==> src/rtl/gradient_pattern_gen.sv <==
// Gray-ramp / stepped-bar pattern source with division-free level accumulators.
// Two-stage pipeline: level select, then invert/channel masking.
module gradient_pattern_gen #(
  parameter int unsigned H_ACTIVE  = 1920,
  parameter int unsigned V_ACTIVE  = 1080,
  parameter int unsigned DATA_W    = 8,
  parameter int unsigned NUM_STEPS = 16
) (
  input  logic              clk,
  input  logic              rstn,
  input  logic              frame_start,
  input  logic              de_in,
  input  logic [1:0]        mode,
  input  logic              invert,
  input  logic [2:0]        ch_en,
  output logic              de_out,
  output logic [DATA_W-1:0] r_out,
  output logic [DATA_W-1:0] g_out,
  output logic [DATA_W-1:0] b_out
);

  localparam int unsigned MAXV = (1 << DATA_W) - 1;
  localparam int unsigned HW   = $clog2(H_ACTIVE);
  localparam int unsigned VW   = $clog2(V_ACTIVE);
  localparam int unsigned SW   = $clog2(NUM_STEPS);

  localparam logic [DATA_W-1:0] HQ    = DATA_W'(MAXV / (H_ACTIVE - 1));
  localparam logic [HW:0]       HR    = (HW+1)'(MAXV % (H_ACTIVE - 1));
  localparam logic [HW:0]       HDEN  = (HW+1)'(H_ACTIVE - 1);
  localparam logic [HW:0]       HN    = (HW+1)'(H_ACTIVE);
  localparam logic [HW:0]       HSTEP = (HW+1)'(NUM_STEPS);
  localparam logic [HW-1:0]     HLAST = HW'(H_ACTIVE - 1);

  localparam logic [DATA_W-1:0] VQ    = DATA_W'(MAXV / (V_ACTIVE - 1));
  localparam logic [VW:0]       VR    = (VW+1)'(MAXV % (V_ACTIVE - 1));
  localparam logic [VW:0]       VDEN  = (VW+1)'(V_ACTIVE - 1);
  localparam logic [VW:0]       VN    = (VW+1)'(V_ACTIVE);
  localparam logic [VW:0]       VSTEP = (VW+1)'(NUM_STEPS);
  localparam logic [VW-1:0]     VLAST = VW'(V_ACTIVE - 1);

  localparam logic [DATA_W-1:0] SQ    = DATA_W'(MAXV / (NUM_STEPS - 1));
  localparam logic [SW:0]       SR    = (SW+1)'(MAXV % (NUM_STEPS - 1));
  localparam logic [SW:0]       SDEN  = (SW+1)'(NUM_STEPS - 1);
  localparam logic [SW-1:0]     KLAST = SW'(NUM_STEPS - 1);

  // Bar index plus its level, advanced together whenever the index steps.
  typedef struct packed {
    logic [SW-1:0]     k;
    logic [DATA_W-1:0] q;
    logic [SW-1:0]     r;
  } step_t;

  function automatic step_t step_inc(input step_t a);
    step_t       b;
    logic [SW:0] sum;
    b = a;
    if (a.k != KLAST) begin
      b.k = a.k + SW'(1);
      sum = {1'b0, a.r} + SR;
      if (sum >= SDEN) begin
        b.r = SW'(sum - SDEN);
        b.q = a.q + SQ + DATA_W'(1);
      end else begin
        b.r = sum[SW-1:0];
        b.q = a.q + SQ;
      end
    end
    return b;
  endfunction

  // Latched configuration
  logic [1:0] mode_q;
  logic       invert_q;
  logic [2:0] ch_en_q;

  // Horizontal and vertical accumulators
  logic [HW-1:0]     hx_q, hx_d, hr_q, hr_d, hs_q, hs_d;
  logic [DATA_W-1:0] hq_q, hq_d;
  step_t             hst_q, hst_d;
  logic [VW-1:0]     vy_q, vy_d, vr_q, vr_d, vs_q, vs_d;
  logic [DATA_W-1:0] vq_q, vq_d;
  step_t             vst_q, vst_d;
  logic [HW:0]       hr_sum, hs_sum;
  logic [VW:0]       vr_sum, vs_sum;

  // Pipeline
  logic              de_s1_q, inv_s1_q;
  logic [2:0]        en_s1_q;
  logic [DATA_W-1:0] lvl_s1_q, lvl_d, val;

  logic       h_clr, v_adv;
  logic [1:0] mode_e;

  // A falling de_in (seen against the stage-1 copy) ends the line.
  assign h_clr  = frame_start || (de_s1_q && !de_in);
  assign v_adv  = !frame_start && de_s1_q && !de_in && (vy_q != VLAST);
  assign mode_e = frame_start ? mode : mode_q;

  always_comb begin
    hx_d   = '0;
    hq_d   = '0;
    hr_d   = '0;
    hs_d   = '0;
    hst_d  = '0;
    hr_sum = '0;
    hs_sum = '0;
    if (!h_clr) begin
      hx_d  = hx_q;
      hq_d  = hq_q;
      hr_d  = hr_q;
      hs_d  = hs_q;
      hst_d = hst_q;
    end
    if (de_in && (hx_d != HLAST)) begin
      hx_d   = hx_d + HW'(1);
      hr_sum = {1'b0, hr_d} + HR;
      if (hr_sum >= HDEN) begin
        hr_d = HW'(hr_sum - HDEN);
        hq_d = hq_d + HQ + DATA_W'(1);
      end else begin
        hr_d = hr_sum[HW-1:0];
        hq_d = hq_d + HQ;
      end
      hs_sum = {1'b0, hs_d} + HSTEP;
      if (hs_sum >= HN) begin
        hs_d  = HW'(hs_sum - HN);
        hst_d = step_inc(hst_d);
      end else begin
        hs_d = hs_sum[HW-1:0];
      end
    end
  end

  always_comb begin
    vy_d   = vy_q;
    vq_d   = vq_q;
    vr_d   = vr_q;
    vs_d   = vs_q;
    vst_d  = vst_q;
    vr_sum = '0;
    vs_sum = '0;
    if (frame_start) begin
      vy_d  = '0;
      vq_d  = '0;
      vr_d  = '0;
      vs_d  = '0;
      vst_d = '0;
    end else if (v_adv) begin
      vy_d   = vy_q + VW'(1);
      vr_sum = {1'b0, vr_q} + VR;
      if (vr_sum >= VDEN) begin
        vr_d = VW'(vr_sum - VDEN);
        vq_d = vq_q + VQ + DATA_W'(1);
      end else begin
        vr_d = vr_sum[VW-1:0];
        vq_d = vq_q + VQ;
      end
      vs_sum = {1'b0, vs_q} + VSTEP;
      if (vs_sum >= VN) begin
        vs_d  = VW'(vs_sum - VN);
        vst_d = step_inc(vst_q);
      end else begin
        vs_d = vs_sum[VW-1:0];
      end
    end
  end

  // Level for the pixel presented this cycle, before any advance.
  always_comb begin
    lvl_d = '0;
    unique case (mode_e)
      2'd0: lvl_d = h_clr       ? '0 : hq_q;
      2'd1: lvl_d = frame_start ? '0 : vq_q;
      2'd2: lvl_d = h_clr       ? '0 : hst_q.q;
      2'd3: lvl_d = frame_start ? '0 : vst_q.q;
    endcase
  end

  assign val = inv_s1_q ? ~lvl_s1_q : lvl_s1_q;

  always_ff @(posedge clk or negedge rstn) begin
    if (!rstn) begin
      mode_q   <= 2'd0;
      invert_q <= 1'b0;
      ch_en_q  <= 3'b111;
      hx_q     <= '0;
      hq_q     <= '0;
      hr_q     <= '0;
      hs_q     <= '0;
      hst_q    <= '0;
      vy_q     <= '0;
      vq_q     <= '0;
      vr_q     <= '0;
      vs_q     <= '0;
      vst_q    <= '0;
      de_s1_q  <= 1'b0;
      inv_s1_q <= 1'b0;
      en_s1_q  <= 3'b000;
      lvl_s1_q <= '0;
      de_out   <= 1'b0;
      r_out    <= '0;
      g_out    <= '0;
      b_out    <= '0;
    end else begin
      if (frame_start) begin
        mode_q   <= mode;
        invert_q <= invert;
        ch_en_q  <= ch_en;
      end
      hx_q     <= hx_d;
      hq_q     <= hq_d;
      hr_q     <= hr_d;
      hs_q     <= hs_d;
      hst_q    <= hst_d;
      vy_q     <= vy_d;
      vq_q     <= vq_d;
      vr_q     <= vr_d;
      vs_q     <= vs_d;
      vst_q    <= vst_d;
      de_s1_q  <= de_in;
      inv_s1_q <= frame_start ? invert : invert_q;
      en_s1_q  <= frame_start ? ch_en : ch_en_q;
      lvl_s1_q <= lvl_d;
      de_out   <= de_s1_q;
      r_out    <= (de_s1_q && en_s1_q[2]) ? val : '0;
      g_out    <= (de_s1_q && en_s1_q[1]) ? val : '0;
      b_out    <= (de_s1_q && en_s1_q[0]) ? val : '0;
    end
  end

endmodule
==> config.mk <==
export PLATFORM = sky130hd
export DESIGN_NAME = gradient_pattern_gen
export DESIGN_NICKNAME = d
export VERILOG_FILES = /design/src/rtl/gradient_pattern_gen.sv
export SDC_FILE = /design/constraint.sdc
export NUM_CORES = 1
export LEC_CHECK = 0
export CAP_MARGIN = 20
export CORE_ASPECT_RATIO = 1.4
export CORE_MARGIN = 8
export CORE_UTILIZATION = 40
export CTS_BUF_LIST = sky130_fd_sc_hd__clkbuf_8 sky130_fd_sc_hd__clkbuf_16
export DETAILED_ROUTE_END_ITERATION = 16
export GPL_ROUTABILITY_DRIVEN = 0
export GPL_TIMING_DRIVEN = 0
export HOLD_SLACK_MARGIN = 0.03
export SYNTH_ARGS = -nofsm -noshare
export SYNTH_HDL_FRONTEND = slang
export SYNTH_SLANG_ARGS = --single-unit
==> constraint.sdc <==
create_clock -name clk -period 4.4 [get_ports clk]
set_input_delay 0.44 -clock clk [delete_from_list [all_inputs] [get_ports clk]]
set_output_delay 0.44 -clock clk [all_outputs]
set_load 0.03 [all_outputs]
# == After elaboration in Yosys (flattened, before gate mapping) ==
# Index checks and enable logic that the tools add are counted.
# op_classes
n_addsub,20
order_cmp,6
n_eq_ne,7
mux,42
bitwise_logic,1
n_reduce_logical,20
# ops
cell,count
$mux 11,16
$mux 16,8
$mux 8,13
$ge 12x11->1 const B,4
$sub 11x11->11 const B,4
$add 8x1->8 const B,4
$pmux 8 s4,1
$add 11x5->12 const B,2
$add 11x8->12 const B,2
$mux 12,2
$add 11x1->11 const B,2
$ne 11x11->1 const B,2
$add 8x5->8 const B,2
$reduce_bool 2->1,5
$add 4x1->4 const B,2
$ge 4x4->1 const B,2
$logic_and 1x1->1,8
$ne 4x4->1 const B,2
$not 8->8,1
$sub 4x4->4 const B,2
$eq 2x2->1 const B,2
$reduce_and 4->1,1
$mux 3,1
$reduce_and 3->1,1
6 further kinds,7
# word_totals
ff_bits,157
inputBits,10
out_inout_bits,25
word_cells,120

# == Longest topological paths before layout ==
# Gate-level depths: netlist of run 1.
# depth
depth_word,10
depth_mapped,16
ltp_nobuf,13

# == Worst setup path after synthesis of run 1 ==
# No wires, ideal clock.
# synth_path
path_kind,flip-flop to flip-flop
start,register de_s1_q
end,register hst_q[1] (netlist name)
setup_time_ns,0.128
t_arrival_ns,3.566
required_time_ns,4.272
path_slack_ns,0.706
stages_incl_launch_ff,16
path_buffers,4
synth_period_minus_slack_ns,3.694
cell_sequence,dfrtp_1 nor2b_2 buf_6 nor2_2 clkbuf_1 clkbuf_1 and2_1 ha_1 nand3_1 nor3_1 a21o_1 nand4_1 or2_1 buf_4 nor2_2 mux2_1
# synth_rtl
item,line,text
"start, declared",87,"logic de_s1_q, inv_s1_q;"
"start signal, assigned",220,de_s1_q <= de_in;
"end signal, assigned",214,hst_q <= hst_d;
"end, declared",79,"step_t hst_q, hst_d;"

# == Worst setup path in the final report of run 1 ==
# layout_path
start,input de_in
end,register hq_q[7]
# layout_between
elab_chain_cells,8
word_cells_on_any_way,13
classes_between,2 x add/sub; 1 x order compare; 1 x eq/ne; 5 x mux; 4 x reduce/logical
# layout_lines
item,line,text
"start, declared",12,"input logic de_in,"
$logic_not 1->1,95,assign h_clr = frame_start || (de_s1_q && !de_in);
$logic_and 1x1->1,95,
$logic_or 1x1->1,95,
$mux 11,107,if (!h_clr) begin
$add 11x8->12,116,"hr_sum = {1'b0, hr_d} + HR;"
$ge 12x11->1,117,if (hr_sum >= HDEN) begin
$mux 8,117,
$mux 8 (*),114,if (de_in && (hx_d != HLAST)) begin
named net hq_d[7],78,"logic [DATA_W-1:0] hq_q, hq_d;"
"end signal, assigned",211,hq_q <= hq_d;
"end, declared",78,
# Mark *: on every way through the listed nets, which the timed path passes. The rest lies on a longest branch.
# A chain may end at the register's enable or synchronous reset.

==> results of run 1 <==
[repair_timing]
action	CTS	global route
pin swaps	0	2
gates resized for setup	9	8
setup endpoints to repair	44	15
hold endpoints to repair	0	0
buffers inserted	0	5
[kinds of logic after synthesis]
kind of cell / synth area share [%]
DFF: 41.8
adders and majority gates: 3.04
xor gates and xnor gates: 6.43
and+or+nand+nor: 24.1
muxes: 5.35
AOI/OAI and AO/OA: 15.1
buffers and inverters: 4.16
[registers in the layout, summed over array words and instances, names as in the netlist, 2 cells and up]
name,flops
lvl_s1_q,8
mode_q,2
vq_q,8
b_out,8
vs_q,8
en_s1_q,3
g_out,8
hs_q,7
ch_en_q,3
hq_q,8
vr_q,11
hx_q,11
vy_q,11
hr_q,11
r_out,8
hst_q,16
vst_q,16
[cell type report]
cell class | count | share of cell area (%)
well taps | 301 | 3.64
repair buffers | 40 | 3.93
clock inverters | 15 | 1.15
flip-flops and latches | 150 | 36.3
inverters | 26 | 0.942
multi-input cells | 750 | 47.1
clock buffers | 17 | 4.11
plain buffers | 61 | 2.82
[report_power, final]
| group | total (mW) | internal, mW | switching, mW |
|---|---|---|---|
| Combinational | 1.27 | 0.457 | 0.809 |
| Clock | 1.37 | 0.735 | 0.635 |
| Sequential | 1.55 | 1.47 | 0.0796 |
| Total | 4.19 | 2.67 | 1.52 |
[per-layer routing]
layer | GRT usage [%] | up-vias
met1 | 20.4 | 3694
li1 | - | 3682
met3 | 2.27 | 63
met2 | 30.8 | 154
met4 | 9.87 | 0
met5 | 0 | -
[through the flow]
stage	total power [mW]	hold WS [ns]
after global routing	4.40	0.132
after CTS	4.20	0.0903
after floorplan	2.48	0.144
after detailed placement	2.82	0.432
after global placement	2.81	0.422
final	4.19	0.0582
[cells in the final DEF (no fill, tap or decap), types with 16 or more instances in the layout]
master                              n
sky130_fd_sc_hd__o22ai_1           20
sky130_fd_sc_hd__mux2i_1           30
sky130_fd_sc_hd__ha_1              21
sky130_fd_sc_hd__nand2_1           99
sky130_fd_sc_hd__a21oi_1           35
sky130_fd_sc_hd__o21ai_0           39
sky130_fd_sc_hd__nand4_1           23
sky130_fd_sc_hd__and2_1            16
sky130_fd_sc_hd__nor2_1           105
sky130_fd_sc_hd__xnor2_1           43
sky130_fd_sc_hd__clkdlybuf4s50_1   33
sky130_fd_sc_hd__or3_1             16
sky130_fd_sc_hd__nand3_1           39
sky130_fd_sc_hd__clkbuf_1          30
sky130_fd_sc_hd__inv_1             28
sky130_fd_sc_hd__and3_1            22
sky130_fd_sc_hd__nor3_1            36
sky130_fd_sc_hd__clkbuf_16         17
sky130_fd_sc_hd__dfrtp_1          147
sky130_fd_sc_hd__xor2_1            23
[path summary, 6_finish.rpt]
path                               to  depth (start not counted)      from
max reg2reg                   hq_q[7]                         17   de_s1_q
max                           hq_q[7]                         18     de_in
min                           hx_q[5]                          1      rstn
min reg2reg                  hst_q[3]                          1  hst_q[1]
min in group clk             hst_q[3]                          1  hst_q[1]
max in group asynchronous  ch_en_q[0]                          2      rstn
[worst reg2reg max path, delay by kind of cell, from the launching register on]
kind,cells,cell delay [ns]
AOI/OAI and AO/OA,1,0.18
muxes,1,0.27
buffers and inverters,7,1.51
DFF,1,0.45
and+or+nand+nor,7,1.30
adders and majority gates,1,0.28
==> out/results.ini, run 1 <==
[run_status]
status = finished clean

[cells_and_area]
antenna-diode-count = 0
finalCoreUtilization_pct = 46.5
fill_cells = 2186
multi_input_area_um2 = 4880
final_cell_count_no_fill = 1360
share_of_layout_cells_above_drive_strength_1_pct = 10.6
design.final.nets = 1077
layout_area_overhead_pct = 15.2
stdcell_area_um2 = 10400
register_area_um2 = 3760

[timing]
setup_viol_count_final = 0
slew_headroom_pct = 24.4
fmax_mhz = 239
post-route-worst-setup-slack_ns = 0.224
report.final.hold_viol_count = 0
finalWorstPathRequiredPeriod_ns = 4.18
number_of_pins_with_negative_max_slew_slack_in_the_final_report = 0
rsz0062_at_grt = false
final.period_utilization_pct = 94.9
setup-tns-final_ns = 0
tightest_slew_ns = 1.12
clock_skew_ns = 0.0173

[routing]
via_per_inst = 5.58
met3WireLength_um = 585
routed.top_layer = met4
drt_first_iter_violations = 478
drtAntennaViolNets = 0
post-route-drc-count = 0
detailroute.via_count = 7593
routed_wire_length_per_instance_um = 17.5
finalWirelength_mm = 23.9
m1WireLength_mm = 9.92
detailedRoute.firstPassIterationCount = 5
route.met2.wl_mm = 12.5

[synth]
syn_area_um2 = 8980
synth.ff_latch_count = 150
netlist.area_leader.share_pct = 40.9
number_of_enable_flip_flop_cells_after_synthesis = 0
synthDistinctLibCells = 92
synth_fp_nets = 1018
synth_commonest_cells = sky130_fd_sc_hd__dfrtp_1, sky130_fd_sc_hd__nor2_1, sky130_fd_sc_hd__nand2_1
post-synth-top-count-cell = sky130_fd_sc_hd__dfrtp_1
ys_dominant_reg_cell = sky130_fd_sc_hd__dfrtp_1
async_flop_share_pct = 100
leading_area_contributor_after_synthesis = sky130_fd_sc_hd__dfrtp_1
postSynthCellCount = 987
avgSynthCellArea_um2 = 9.10
netlist_top_cells_area = sky130_fd_sc_hd__dfrtp_1, sky130_fd_sc_hd__nor2_1, sky130_fd_sc_hd__xnor2_1, sky130_fd_sc_hd__nand2_1, sky130_fd_sc_hd__mux2i_1
yosysSeqAreaShare_pct = 41.8
count_of_synthesis_stage_warnings_from_yosys = 0

[cts]
clock_tree.root_cell = sky130_fd_sc_hd__clkbuf_16
clock_tree_from_tritoncts = yes
cts-htree-levels = 4
clk_pin_slew_ns = 0.08
cts-root-to-sink-buffers = 2
tritoncts_num_sinks = 150
tritoncts.num_buffers = 17
post_cts_hold_buffer_count = 0
insertion_delay_ns = 0.43

[setup_path]
timing.critical_path.max_delay_family = buffers and inverters
setup.worst_path.start_class = input pin
worst-endpoint-required_ns = 4.73
crit_arrival_ns = 4.51
critPathKind = in -> reg
path_buf_inv = 8
rrSetupSlack_ns = 0.32
crit_path_max_fanout = 10
cp_slowest_stage_delay_ns = 0.54
critPathCaptureType = register
timing.critical_path.cells = clkdlybuf4s50_1 -> nor2b_4 -> buf_6 -> nor2_4 -> clkbuf_4 -> clkbuf_2 -> clkbuf_4 -> nand2_1 -> ha_1 -> clkbuf_2 -> a31o_2 -> nand3_1 -> nor4_4 -> buf_4 -> nor2_2 -> buf_6 -> nor4_1 -> mux2i_1
timing.critical_path.slowest_stage_cell = sky130_fd_sc_hd__clkdlybuf4s50_1

[grt]
antenna_found_initial = 0
grtUsageTotal_pct = 17.7
first_global_vias = 7689
grt-ovfl-total = 0
largest_net_degree_at_the_start_of_global_routing = 85
grt_first_pass_wirelength_mm = 39.2

[placement]
io_buffers = 34
post_dp_area_um2 = 9730
dp_slack_ns = -1.29
hpwl_mm = 17.0
placedCellCount = 1323

[power_and_ir_drop]
power_density_nw_per_um2 = 405
max-vdd-ir-drop_mv = 0.355
power.static_leakage_nw = 4.26

[floorplan]
die_area_um2 = 27600
rows = 65
width_of_the_die_um = 143
num_io_pins = 35
floorplan.die.height_um = 193
floorplan.initialDensity_pct = 40.3
floorplan_core_area_um2 = 22300

[hold_path]
hp-class = in -> async

[job]
cap_violations = 0

No activity file was read; power rests on OpenSTA's default activity.
==> run 2: changes to the inputs <==
Settings changed: CORE_ASPECT_RATIO 1.4 to 1.25.
==> out/results.ini, run 2 (synthesis gave the netlist of run 1 again) <==
[run_status]
status = finished clean

[cells_and_area]
fill_cells = 2174
final_cell_count_no_fill = 1341
stdcell_area_um2 = 10400
antenna-diode-count = 0
layout_area_overhead_pct = 15.4
most-common-layout-cells = sky130_fd_sc_hd__dfrtp_1, sky130_fd_sc_hd__nor2_1, sky130_fd_sc_hd__nand2_1, sky130_fd_sc_hd__xnor2_1
design.final.nets = 1076
share_of_layout_cells_above_drive_strength_1_pct = 10.5
reg.largest.list = hst_q (16), vst_q (16)
mostFrequentLayoutCell = sky130_fd_sc_hd__dfrtp_1

[grt]
largest_net_degree_at_the_start_of_global_routing = 57
grt_use_met1_pct = 21.8
grt_most_used_layer = met2
antenna_found_initial = 0
fraction_of_met3_tracks_used_by_global_routing_pct = 2.73
gr-usage-met2_pct = 30.4
first_global_vias = 7549
grt_first_pass_wirelength_mm = 39.0
grt-ovfl-total = 0
grtUsageTotal_pct = 17.5

[routing]
finalWirelength_mm = 23.7
detailedRoute.firstPassIterationCount = 5
via_per_inst = 5.70
detailroute.via_count = 7637
routed_wire_length_per_instance_um = 17.6
drt_first_iter_violations = 463
drtAntennaViolNets = 0
post-route-drc-count = 0

[hold_path]
hp-class = in -> reg
timing.hold.worst.start = de_in

[timing]
fmax_mhz = 239
number_of_pins_with_negative_max_slew_slack_in_the_final_report = 0
slew_headroom_pct = 28.0
final.period_utilization_pct = 95.1
setup-tns-final_ns = 0
report.final.hold_viol_count = 0
setup_viol_count_final = 0
post-route-worst-setup-slack_ns = 0.217
tightest_slew_ns = 1.07
finalWorstPathRequiredPeriod_ns = 4.18
clock_skew_ns = 0.0163

[cts]
cts-htree-levels = 4
insertion_delay_ns = 0.43
tritoncts_num_sinks = 150
cts-root-to-sink-buffers = 2
clk_pin_slew_ns = 0.06
clock_tree.root_cell = sky130_fd_sc_hd__clkbuf_16
clock_tree_from_tritoncts = yes
tritoncts.num_buffers = 17

[placement]
placedCellCount = 1306
post_dp_area_um2 = 9740
dp_slack_ns = -1.14
hpwl_mm = 17.0
io_buffers = 34

[setup_path]
rrSetupSlack_ns = 0.34
crit_start = frame_start
worst_path_most_repeated_cell = sky130_fd_sc_hd__clkbuf_4
worst-endpoint-required_ns = 4.74
critPathCaptureType = register
timing.critical_path.slowest_stage_cell = sky130_fd_sc_hd__clkdlybuf4s50_1
crit_path_max_fanout = 10
setup.worst_path.start_class = input pin
crit-reg2reg-launch = de_s1_q
crit_arrival_ns = 4.53
timing.critical_path.cells = clkdlybuf4s50_1 -> clkbuf_2 -> nor2_4 -> clkbuf_4 -> buf_2 -> clkbuf_4 -> nand2_1 -> ha_1 -> nand2b_1 -> nor4b_2 -> o31ai_2 -> nor4_4 -> buf_4 -> or2_2 -> nor2_1 -> mux2i_1
critPathKind = in -> reg
cp_slowest_stage_delay_ns = 0.52

[power_and_ir_drop]
power_density_nw_per_um2 = 408
power.static_leakage_nw = 4.28
total_power_consumption_of_the_routed_design_mw = 4.23
max-vdd-ir-drop_mv = 0.310

[floorplan]
floorplan.die.height_um = 184
floorplan_core_area_um2 = 22100
floorplan.initialDensity_pct = 40.6
width_of_the_die_um = 150
num_io_pins = 35
rows = 61
die_area_um2 = 27500

[job]
cap_violations = 0

-- run 2: cell types whose count changed in the layout (fill, tap and decap cells not counted), sizes merged --
cell,delta
dlygate4sd3,+1
buf,-1
clkinvlp,-1
clkinv,+2
clkdlybuf4s50,-1
dlymetal6s2s,+1
inv,-1
clkbuf,-1
-- run 2: power by group --
group	total, mW	internal (mW)	switching (mW)
clock network	1.41	0.745	0.660
registers	1.55	1.47	0.0810
logic	1.27	0.459	0.808
total	4.23	2.68	1.55
-- run 2: metrics by stage --
step | hold WS (ns) | utilization, %
after global placement | 0.438 | 43.7
after detailed placement | 0.386 | 44.0
final | 0.330 | 46.8
after global routing | 0.313 | 46.8
after floorplan | 0.144 | -
after CTS | 0.462 | 46.7
-- run 2: area by class of cell --
class | count | area (um^2) | area share (%)
Multi-Input combinational cell | 750 | 4880 | 47.1
Buffer | 61 | 292 | 2.81
Clock buffer | 17 | 425 | 4.10
Sequential cell | 150 | 3760 | 36.2
Timing Repair Buffer | 39 | 424 | 4.09
Inverter | 26 | 97.6 | 0.941
Tap cell | 283 | 354 | 3.42
Clock inverter | 15 | 136 | 1.32
-- run 2: timing repair --
item,4_1_cts,5_1_grt
hold endpoints to repair,40,0
setup endpoints to repair,42,14
hold buffers,1,0
pin swaps,1,1
buffers inserted,0,2
gates resized for setup,9,9
-- run 2: path summary, 6_finish.rpt --
check,to,depth (start not counted)
max,hr_q[1],16
min in group asynchronous,r_out[2],2
min,de_s1_q,1
max in group asynchronous,ch_en_q[2],4
max reg2reg,hr_q[1],16
min reg2reg,hst_q[3],1
-- run 2: metal layers --
metal  vias up  part of all wire (%)
met3        41                   3.3
li1       3676                     -
met1      3760                    44
met5         -                     0
met2       160                    51
met4         0                   2.1
-- run 2: critical path, delay by kind of cell --
family | cells | cell delay, ns
buf+inv | 6 | 1.82
simple gates | 7 | 1.34
compound gates | 1 | 0.42
fa+ha+maj | 1 | 0.28
mux | 1 | 0.22
==> run 3: changes to the inputs <==
Settings changed: CORE_UTILIZATION 40 to 60, PLACE_DENSITY from default to 0.79.
==> out/results.ini, run 3 (synthesis gave the netlist of run 1 again) <==
[run_status]
status = finished clean

[cts]
clk_pin_slew_ns = 0.07
post_cts_hold_buffer_count = 0
cts-htree-levels = 4
tritoncts_num_sinks = 150
insertion_delay_ns = 0.44
cts-root-to-sink-buffers = 2
clock_tree_from_tritoncts = yes
tritoncts.num_buffers = 17
clock_tree.root_cell = sky130_fd_sc_hd__clkbuf_16

[floorplan]
floorplan_core_area_um2 = 14800
width_of_the_die_um = 125
num_io_pins = 35
die_area_um2 = 19200
rows = 50
floorplan.initialDensity_pct = 60.6
floorplan.die.height_um = 153

[setup_path]
crit-reg2reg-launch = de_s1_q
critPathKind = in -> reg
crit_start = de_in
crit_path_max_fanout = 10
worst-endpoint-required_ns = 4.72
crit_arrival_ns = 4.52
setup.worst_path.start_class = input pin
critPathCaptureType = register

[grt]
antenna_found_initial = 0
grt_first_pass_wirelength_mm = 37.8
largest_net_degree_at_the_start_of_global_routing = 78
grt_most_used_layer = met2
gr-usage-met2_pct = 41.0
grt_use_met1_pct = 29.5
grt-ovfl-total = 0
first_global_vias = 7698
grtUsageTotal_pct = 24.1
fraction_of_met3_tracks_used_by_global_routing_pct = 4.25

[cells_and_area]
layout_area_overhead_pct = 14.2
design.final.nets = 1076
share_of_layout_cells_above_drive_strength_1_pct = 10.7
mostFrequentLayoutCell = sky130_fd_sc_hd__dfrtp_1
stdcell_area_um2 = 10300
most-common-layout-cells = sky130_fd_sc_hd__dfrtp_1, sky130_fd_sc_hd__nor2_1, sky130_fd_sc_hd__nand2_1, sky130_fd_sc_hd__xnor2_1
finalCoreUtilization_pct = 69.2
antenna-diode-count = 0
reg.largest.list = hst_q (16), vst_q (16)
fill_cells = 1127

[routing]
routed_wire_length_per_instance_um = 18.5
finalWirelength_mm = 23.0
drtAntennaViolNets = 0
detailroute.via_count = 7995
drt_first_iter_violations = 717
detailedRoute.firstPassIterationCount = 5
via_per_inst = 6.45
post-route-drc-count = 0

[placement]
io_buffers = 34
post_dp_area_um2 = 9580
hpwl_mm = 15.8

[hold_path]
hp-class = in -> async

[timing]
setup-tns-final_ns = 0
finalWorstPathRequiredPeriod_ns = 4.20
report.final.hold_viol_count = 0
tightest_slew_ns = 1.03
final.period_utilization_pct = 95.4
slew_headroom_pct = 30.7
fmax_mhz = 238
setup_viol_count_final = 0
rsz0062_at_grt = false
number_of_pins_with_negative_max_slew_slack_in_the_final_report = 0
clock_skew_ns = 0.00898

[power_and_ir_drop]
max-vdd-ir-drop_mv = 0.256
total_power_consumption_of_the_routed_design_mw = 4.34
power.static_leakage_nw = 4.28
power_density_nw_per_um2 = 423

[job]
cap_violations = 0

==> run 3: cell type report <==
cell class | instances | area, um^2 | share of cell area, %
Multi-Input combinational cell | 750 | 4890 | 47.6
Tap cell | 182 | 228 | 2.22
Clock buffer | 17 | 425 | 4.14
Inverter | 26 | 97.6 | 0.951
Clock inverter | 15 | 183 | 1.78
Sequential cell | 150 | 3760 | 36.6
Timing Repair Buffer | 39 | 399 | 3.89
Buffer | 61 | 288 | 2.80
==> run 3: per-stage QoR <==
stage	std cells	setup WS, ns	hold slack [ns]
after global routing	1240	0.00291	0.0853
after floorplan	987	0.706	0.144
final	1240	0.201	0.0350
after global placement	1203	-3.13	0.424
after CTS	1236	0.0722	0.0574
after detailed placement	1204	-0.925	0.434
==> run 3: final timing paths <==
kind | end | slack, ns | depth (start not counted)
worst max-delay path | hst_q[1] | 0.20 | 16
worst min-delay path | r_out[3] | 0.04 | 1
worst max register to register | hst_q[1] | 0.31 | 15
worst min register to register | hst_q[3] | 0.45 | 1
max in group asynchronous | ch_en_q[1] | 3.53 | 2
min in group clk | hst_q[3] | 0.45 | 1
==> run 3: power by group <==
group	switching [mW]	internal, mW	leakage (nW)
Sequential	0.0813	1.47	2.02
Combinational	0.813	0.455	1.96
Clock	0.659	0.862	0.296
==> run 3: critical path, cell delays in order <==
cell and delay, ns:
sky130_fd_sc_hd__clkdlybuf4s50_1 0.62, sky130_fd_sc_hd__nor2b_4 0.11, sky130_fd_sc_hd__buf_6 0.17, sky130_fd_sc_hd__nor2_4 0.23, sky130_fd_sc_hd__buf_2 0.28, sky130_fd_sc_hd__clkbuf_2 0.26
sky130_fd_sc_hd__and2_1 0.22, sky130_fd_sc_hd__ha_1 0.20, sky130_fd_sc_hd__nand3_1 0.14, sky130_fd_sc_hd__nor3_4 0.25, sky130_fd_sc_hd__a21o_1 0.23, sky130_fd_sc_hd__nand4_1 0.23
sky130_fd_sc_hd__or2_1 0.33, sky130_fd_sc_hd__buf_4 0.19, sky130_fd_sc_hd__nor2_2 0.22, sky130_fd_sc_hd__mux2_1 0.36
==> run 3: layer usage <==
| layer | part of all wire (%) | vias up |
|---|---|---|
| li1 | - | 3674 |
| met1 | 41 | 3903 |
| met2 | 50 | 354 |
| met3 | 6.4 | 64 |
| met4 | 2.6 | 0 |
| met5 | 0 | - |
==> run 3: what timing repair did <==
item | 4_1_cts | 5_1_grt
setup buffers | 0 | 4
resized for setup | 8 | 8
setup endpoints to repair | 37 | 4
